==> config.mk <==
export PLATFORM = sky130hd
export DESIGN_NAME = program_loader
export DESIGN_NICKNAME = d
export VERILOG_FILES = /design/src/rtl/program_loader.sv
export SDC_FILE = /design/constraint.sdc
export NUM_CORES = 1
export LEC_CHECK = 0
export ABC_AREA = 1
export CAP_MARGIN = 10
export CELL_PAD_IN_SITES_DETAIL_PLACEMENT = 2
export CELL_PAD_IN_SITES_GLOBAL_PLACEMENT = 2
export CORE_MARGIN = 2
export CORE_UTILIZATION = 30
export CTS_BUF_LIST = sky130_fd_sc_hd__clkbuf_8
export CTS_CLUSTER_DIAMETER = 40
export DETAILED_ROUTE_END_ITERATION = 10
export DONT_BUFFER_PORTS = 1
export GPL_ROUTABILITY_DRIVEN = 0
export GPL_TIMING_DRIVEN = 0
export PLACE_DENSITY_LB_ADDON = 0.1
export SYNTH_ARGS = -nofsm -noshare
export SYNTH_HDL_FRONTEND = slang
export SYNTH_SLANG_ARGS = --single-unit
==> constraint.sdc <==
create_clock -name clock -period 2.26 [get_ports clock]
set_clock_uncertainty 0.1 [all_clocks]
set_input_delay 0.339 -clock clock [delete_from_list [all_inputs] [get_ports clock]]
set_output_delay 0.339 -clock clock [all_outputs]
set_load 0.05 [all_outputs]
==> src/rtl/program_loader.sv <==
// Purpose: receives a serial program image (count, words, XOR check byte) and
//          writes it into instruction memory, holding the core in reset until
//          a load session finishes with a matching checksum.
// Ports:   clock/reset (async active-low); start pulse; byteValid/byteReady/
//          byteData serial stream in; imemWrite* memory write port (strobe one
//          cycle after the fourth byte of each word); coreHold, loadDone,
//          loadError status levels.
module program_loader #(
  parameter int          DEPTH        = 256,
  parameter logic [31:0] BASE_ADDRESS = 32'h0000_0000
) (
  input  logic        clock,
  input  logic        reset,
  input  logic        start,
  input  logic        byteValid,
  input  logic [7:0]  byteData,
  output logic        byteReady,
  output logic        imemWriteEnable,
  output logic [31:0] imemWriteAddress,
  output logic [31:0] imemWriteData,
  output logic        coreHold,
  output logic        loadDone,
  output logic        loadError
);

  typedef enum logic [2:0] {
    IDLE, COUNT_LO, COUNT_HI, DATA, CHECK, DONE, ERROR
  } state_t;

  state_t      state, nextState;
  logic [7:0]  checksum;
  logic [7:0]  countLo;
  logic [15:0] wordCount;
  logic [15:0] wordIndex;
  logic [1:0]  lane;
  logic [23:0] wordBuf;   // lanes 0..2 of the word being assembled

  logic accept;
  logic startOk;
  logic tooBig;
  logic lastWord;

  assign accept   = byteValid && byteReady;
  assign startOk  = start && (state == IDLE || state == DONE || state == ERROR);
  // Count is complete only once the high byte arrives, so compare it live.
  assign tooBig   = {16'd0, byteData, countLo} > 32'(DEPTH);
  assign lastWord = (wordIndex + 16'd1) == wordCount;

  always_ff @(posedge clock or negedge reset) begin
    if (!reset) state <= IDLE;
    else        state <= nextState;
  end

  always_comb begin
    nextState = state;
    byteReady = 1'b0;
    case (state)
      IDLE, DONE, ERROR: begin
        if (start) nextState = COUNT_LO;
      end
      COUNT_LO: begin
        byteReady = 1'b1;
        if (accept) nextState = COUNT_HI;
      end
      COUNT_HI: begin
        byteReady = 1'b1;
        if (accept) begin
          if (tooBig)                          nextState = ERROR;
          else if ({byteData, countLo} == 16'd0) nextState = CHECK;
          else                                 nextState = DATA;
        end
      end
      DATA: begin
        byteReady = 1'b1;
        if (accept && lane == 2'd3 && lastWord) nextState = CHECK;
      end
      CHECK: begin
        byteReady = 1'b1;
        if (accept) nextState = (byteData == checksum) ? DONE : ERROR;
      end
      default: nextState = IDLE;
    endcase
  end

  // Status levels follow the state directly so reset clears them at once.
  assign coreHold  = (state != DONE);
  assign loadDone  = (state == DONE);
  assign loadError = (state == ERROR);

  always_ff @(posedge clock or negedge reset) begin
    if (!reset) begin
      imemWriteEnable  <= 1'b0;
      imemWriteAddress <= 32'd0;
      imemWriteData    <= 32'd0;
      checksum         <= 8'd0;
      countLo          <= 8'd0;
      wordCount        <= 16'd0;
      wordIndex        <= 16'd0;
      lane             <= 2'd0;
      wordBuf          <= 24'd0;
    end else begin
      imemWriteEnable <= 1'b0;
      if (startOk) begin
        checksum  <= 8'd0;
        wordIndex <= 16'd0;
        lane      <= 2'd0;
      end else if (accept) begin
        case (state)
          COUNT_LO: begin
            countLo  <= byteData;
            checksum <= checksum ^ byteData;
          end
          COUNT_HI: begin
            wordCount <= {byteData, countLo};
            checksum  <= checksum ^ byteData;
          end
          DATA: begin
            checksum <= checksum ^ byteData;
            lane     <= lane + 2'd1;
            case (lane)
              2'd0: wordBuf[7:0]   <= byteData;
              2'd1: wordBuf[15:8]  <= byteData;
              2'd2: wordBuf[23:16] <= byteData;
              default: begin
                imemWriteEnable  <= 1'b1;
                imemWriteAddress <= BASE_ADDRESS + {14'd0, wordIndex, 2'b00};
                imemWriteData    <= {byteData, wordBuf};
                wordIndex        <= wordIndex + 16'd1;
              end
            endcase
          end
          default: ;
        endcase
      end
    end
  end

endmodule

==> metrics, run 1 <==
number of global-route vias before repair=5,315; synth warn=0; endpoints failing hold=126; met1 Usage GRT=0.235; Fmax=0.449 GHz; fill cell count=2,204; DP HPWL=13,300 um; number of enable flip-flop cells after synthesis=0; ant diodes=0; peak supply drop=0.000553 V; largest net degree at the start of global routing=127; worst path required time=2490 ps; Clock Pin Slew Worst Setup and Hold Paths=80 ps; grt total ovfl=0; Leakage=3.44 nW; DRC=0; io pins=81; Syn Area/Cell=8.35 um^2; Mapped Cells=704; WS Path Type=register to register; post-layout util=0.364; post-layout net count=770; CTS H-tree lvls=4; Die X=144 um; DRT Wirelength=19,100 um; # port buffers=0; DIE AREA=20,700 um^2; initial DRC count=164; core area=19,300 um^2; Max Cap Viol=0; initial antenna violation count=0; top-count cell post-synth=nand2_1; worst-skew pair later-pin latency=450 ps; CTS tree=done; Final Max Slew Viols=0; CTS Sinks=126; Initial Util=0.304; Area growth syn-to-layout=19.8%; fraction of layout cells with a size suffix above 1=0.190; synthesized flop and latch total=126; post-DR wirelength/cell=18.5 um; Worst Setup Start Kind=register; fin crit period=2230 ps; Final Cycle Share=0.986; HP Class=input pin to async pin; element type at the critical path end=register; actual slew at the worst max-slew pin=1090 ps; fin cells=1,030; asr flop ratio synth=1.00; Slew HR=0.268; Core Rows=51; Critical Path Fanout Max=10; Distinct cells, synth=35; WP data arrival=2450 ps; Min Hold Slack=-522 ps; Vias/cell=4.76; GR Util met2=0.335; DIE HEIGHT=144 um; status=finished with violations; Mapped Area=5880 um^2; total power=0.00714 W; dpl cells=984; top post-synthesis cells by area=dfrtp_1 54%, nand2_1 15%, o21ai_0 6.3%; Inserted Clock Buffers=17; met3 Use GR=0.0450; Clock Path Buffers=2; via count of the routed design=4,900; top cell type's share of synthesized area=0.536; GRT Max-Usage Layer=met2; first-pass detailed-route iteration total=6; Cell Pwr Density=1010 nW/um^2; endpoints failing setup=0; sequential cell area fraction in the yosys report=0.536; Antenna Nets Post-Route=0; post-synth top area cell=dfrtp_1; Post-synth top cells=229 x nand2_1, 126 x dfrtp_1, 74 x o21ai_0, 72 x inv_1, 44 x nand3_1; first-pass GRT wire length=29,300 um; total track usage=0.191; violated checks=hold timing; RSZ-0062 raised after global routing=true; top_reg_cell synth=dfrtp_1; Clock Tree Root=clkbuf_8
## report_power, final
group	total [W]	switching, W	internal [W]	leakage, nW
Sequential	0.00316	0.000427	0.00273	1.69
Combinational	0.00191	0.00124	0.000673	1.56
Clock	0.00207	0.000980	0.00109	0.201
Total	0.00714	0.00265	0.00449	3.44
## critical path, cell delays in order, from the launching register on
cell	delay (ps)
dfrtp_2	420
buf_4	160
nor3_4	540
nor3_2	140
inv_1	80
nand2_1	130
nand2_2	220
buf_6	210
o21ai_0	110
## cell families after synthesis
| group | synth area share |
|---|---|
| xor+xnor | 0.0232 |
| other cells | 0.000638 |
| compound gates | 0.0964 |
| fa+ha+maj | 0.0128 |
| buf+inv | 0.0823 |
| flops | 0.536 |
| simple gates | 0.249 |
## area by class of cell
| type | instances | area [um^2] | area share |
|---|---|---|---|
| clock inverters | 15 | 173 | 0.0245 |
| flip-flops and latches | 126 | 3160 | 0.449 |
| multi-input cells | 486 | 2530 | 0.359 |
| plain buffers | 35 | 224 | 0.0318 |
| clock buffers | 17 | 234 | 0.0332 |
| inverters | 73 | 289 | 0.0410 |
| well taps | 265 | 332 | 0.0471 |
| repair buffers | 13 | 101 | 0.0144 |
## metrics by stage
stage               setup WS [ps]  setup TNS [ps]  hold WS, ps  cell area [um^2]
floorplan                    30.8               0        -56.6              5940
global placement             -600          -12620        -52.4              6270
detailed placement           -712          -18460        -51.4              6270
CTS                         -35.7           -97.7         -565              6840
global route                -81.1           -1090         -572              7050
finish                       32.1               0         -522              7050
## layout by cell type, fill, tap and decap left out, types with 2 or more instances in the layout
cell        synthesis  routed
nand2_1           229     214
dfrtp_1           126     118
o21ai_0            74      74
inv_1              72      68
nand3_1            44      34
buf_4              17      30
nor2_1             35      24
clkbuf_8            0      17
nand2_2             3      16
conb_1              1      16
nor2_2              6      11
nor2_4              3      10
nand4_1            10      10
xor2_1              9       9
nand3_2             1       8
dfrtp_2             0       8
o22ai_1             7       7
clkinvlp_4          0       6
clkbuf_1           10       6
nor3_1              8       6
a21oi_1             6       6
o21ai_1             6       5
ha_1                6       5
buf_2               6       4
clkbuf_2            0       4
nand3b_1            4       4
xnor2_1             4       4
inv_2               0       3
nand3_4             0       3
nand2_4             1       3
clkinv_4            0       3
buf_6               1       3
a22oi_1             5       3
bufinv_16           0       3
o211ai_1            2       2
a22oi_2             0       2
inv_6               0       2
clkinv_2            0       2
## final timing paths
path,slack (ps),endpoint,depth (start not counted),from
min,-520,imemWriteAddress[11]$_DFFE_PN0P_,0,reset
max in group asynchronous,2360,wordIndex[0]$_DFFE_PN0P_,0,reset
min in group clock,70,checksum[7]$_DFFE_PN0P_,4,byteData[7]
max,30,wordIndex[10]$_DFFE_PN0P_,8,state[0]$_DFFE_PN0P_
max reg2reg,30,wordIndex[10]$_DFFE_PN0P_,8,state[0]$_DFFE_PN0P_
min reg2reg,380,imemWriteData[15]$_DFFE_PN0P_,2,wordBuf[15]$_DFFE_PN0P_
## routing by layer
layer	vias up	part of all wire
li1	2315	-
met1	2504	0.43
met2	67	0.52
met3	14	0.034
met4	0	0.0099
met5	-	0
## registers in the layout (all words and copies together), names as in the netlist
register          count
imemWriteEnable       1
wordBuf              24
countLo               8
checksum              8
imemWriteData        32
wordCount            16
wordIndex            16
state                 3
lane                  2
imemWriteAddress     16
## what timing repair did
item,4_1_cts,5_1_grt
gates resized for setup,28,57
hold endpoints to repair,126,126
pin swaps,9,26
setup buffers,7,6
cloned,0,1
endpoints found under the setup margin,97,110
Note: power is estimated with default switching activity, not from simulation.
==> run 2: changes to the inputs <==
--- a/config.mk
+++ b/config.mk
@@ -17,7 +17,7 @@
 export DONT_BUFFER_PORTS = 1
 export GPL_ROUTABILITY_DRIVEN = 0
 export GPL_TIMING_DRIVEN = 0
-export PLACE_DENSITY_LB_ADDON = 0.1
+export PLACE_DENSITY = 0.68
 export SYNTH_ARGS = -nofsm -noshare
 export SYNTH_HDL_FRONTEND = slang
 export SYNTH_SLANG_ARGS = --single-unit
==> run 2 against run 1 <==
Effect of this change: the flow finishes with violations (hold timing, setup timing); largest power group unchanged; critical path depth decreased by 3; via count decreased by 0.31%; critical endpoint is now coreHold; hold slack got worse by 6.9 ps; clock power decreased by 8%.
==> metrics, run 2 (synthesis results as in run 1) <==
Fmax=0.432 GHz (-3.8%); biggest regs=imemWriteData x32, wordBuf x24; crit-path most repeated cell=inv_2; WP data arrival=1880 ps (-570 ps); CTS H-tree lvls=4 (unchanged); first-pass GRT wire length=29,200 um (-0.33%); violated checks=hold timing, setup timing; # port buffers=0 (unchanged); actual slew at the worst max-slew pin=1040 ps (-52.9 ps); CTS Sinks=126 (unchanged); peak supply drop=0.000429 V (-23%); Crit path max-delay family=buffers and inverters; sequential cell area=3160 um^2 (-0.20%); core area=19,300 um^2 (unchanged); Leakage=3.42 nW (-0.75%); Max Cap Viol=0 (unchanged); post-DR wirelength/cell=18.3 um (-1.4%); largest register by flop count=imemWriteData; total track usage=0.188 (-0.00342); DRC=0 (unchanged); setup TNS=-91.0 ps (-91.0 ps); Inserted Clock Buffers=17 (unchanged); CTS tree=done; post-layout net count=765 (-0.65%); Final Cycle Share=1.02 (+0.0386); Initial Util=0.304 (unchanged); Place WS=-587 ps (+125 ps); fill cell count=2,192 (-0.54%); Critical Path Fanout Max=5 (-5); Critical Path, Cell by Cell=inv_2, nor2_2, inv_2, nor2_4, clkinvlp_4; initial DRC count=202 (+23%); worst-skew pair later-pin latency=460 ps (about the same); Cell Pwr Density=1010 nW/um^2 (-0.65%); CP max-delay cell=dfrtp_2; most common cell after layout, fill and taps aside=nand2_1; io pins=81 (unchanged); element type at the critical path end=output port; Die X=144 um (unchanged); Final WS setup=-55.1 ps (-87.2 ps); first-pass detailed-route iteration total=4 (-2); Vias/cell=4.76 (about the same); WS Path Type=register to output port; Min Hold Slack=-529 ps (-6.93 ps); Buf/Inv on CP=3 (unchanged); largest net degree at the start of global routing=127 (unchanged); HP Class=input pin to async pin; Critical Path Max Stage Delay=440 ps (-100 ps); DIE AREA=20,700 um^2 (unchanged); commonest non-fill, non-tap cells in the layout=223 x nand2_1, 123 x dfrtp_1, 74 x o21ai_0; worst path required time=1820 ps (-670 ps); Area growth syn-to-layout=17.6%; endpoints failing setup=4 (+4); DRT Wirelength=18,700 um (-1.8%); DIE HEIGHT=144 um (unchanged); endpoints failing hold=126 (unchanged); Largest register FFs=32 (unchanged); Antenna Nets Post-Route=0 (unchanged); Clock Pin Slew Worst Setup and Hold Paths=80 ps (about the same); Clock Tree Root=clkbuf_8; Final Max Slew Viols=0 (unchanged); number of global-route vias before repair=5,412 (+1.8%); Clock Path Buffers=2 (unchanged); Worst Setup Start Kind=register; grt total ovfl=0 (unchanged); Slew HR=0.304 (+0.0355); area of the multi-input gates=2460 um^2 (-3.0%); fin crit period=2320 ps (+87.2 ps); DP HPWL=13,300 um (-0.12%); status=finished with violations; via count of the routed design=4,885 (-0.31%); Core Rows=51 (unchanged); fraction of layout cells with a size suffix above 1=0.159 (-0.0303); initial antenna violation count=0 (unchanged); RSZ-0062 raised after global routing=true
## run 2: through the flow
stage | cells | area (um^2) | utilization | hold slack [ps] | total power, W
floorplan | 719 | 5940 | - | -56.6 | 0.00435
global placement | 984 | 6270 | 0.324 | -51.7 | 0.00472
detailed placement | 984 | 6270 | 0.324 | -50.6 | 0.00487
CTS | 1018 | 6730 | 0.348 | -558 | 0.00689
global route | 1025 | 6920 | 0.358 | -562 | 0.00745
finish | 1026 | 6920 | 0.358 | -529 | 0.00696
## run 2: cell type report
| cell class | instances | share of cell area |
|---|---|---|
| antenna | 1 | 0.000362 |
| buffer | 35 | 0.0333 |
| clock buffer | 19 | 0.0378 |
| clock inverter | 13 | 0.0166 |
| inverter | 73 | 0.0411 |
| multi-input combinational | 486 | 0.355 |
| sequential | 126 | 0.456 |
| tap | 265 | 0.0479 |
| timing repair buffer | 8 | 0.0116 |
## run 2: per-layer routing
metal | up-vias | wire, um | global-route usage
met5 | - | 0 | 0
met4 | 0 | 354 | 0.0671
met3 | 24 | 771 | 0.0411
met2 | 75 | 9690 | 0.324
met1 | 2481 | 7910 | 0.232
li1 | 2305 | - | -
## run 2: timing repair
item | 4_1_cts | 5_1_grt
hold endpoints to repair | 126 | 126
cloned | 0 | 1
gates resized for setup | 18 | 45
setup endpoints to repair | 88 | 105
pin swaps | 3 | 16
setup buffers | 2 | 6
## run 2: worst paths after layout
path / end / slack [ps] / depth (start not counted) / from
worst max register to register: state[0]$_DFFE_PN0P_ / -20 / 13 / wordIndex[0]$_DFFE_PN0P_
worst min register to register: imemWriteData[20]$_DFFE_PN0P_ / 380 / 2 / wordBuf[20]$_DFFE_PN0P_
min in group clock: lane[0]$_DFFE_PN0P_ / 70 / 3 / start
worst min-delay path: wordIndex[3]$_DFFE_PN0P_ / -530 / 0 / reset
worst max-delay path: coreHold / -60 / 5 / state[0]$_DFFE_PN0P_
max in group asynchronous: state[2]$_DFFE_PN0P_ / 2370 / 0 / reset
## run 2: power by group
| group | switching, W | total [W] | internal (W) | leakage [nW] |
|---|---|---|---|---|
| combinational | 0.00121 | 0.00188 | 0.000676 | 1.52 |
| sequential | 0.000436 | 0.00316 | 0.00273 | 1.69 |
| clock | 0.000983 | 0.00191 | 0.000931 | 0.202 |
| total | 0.00262 | 0.00696 | 0.00434 | 3.42 |
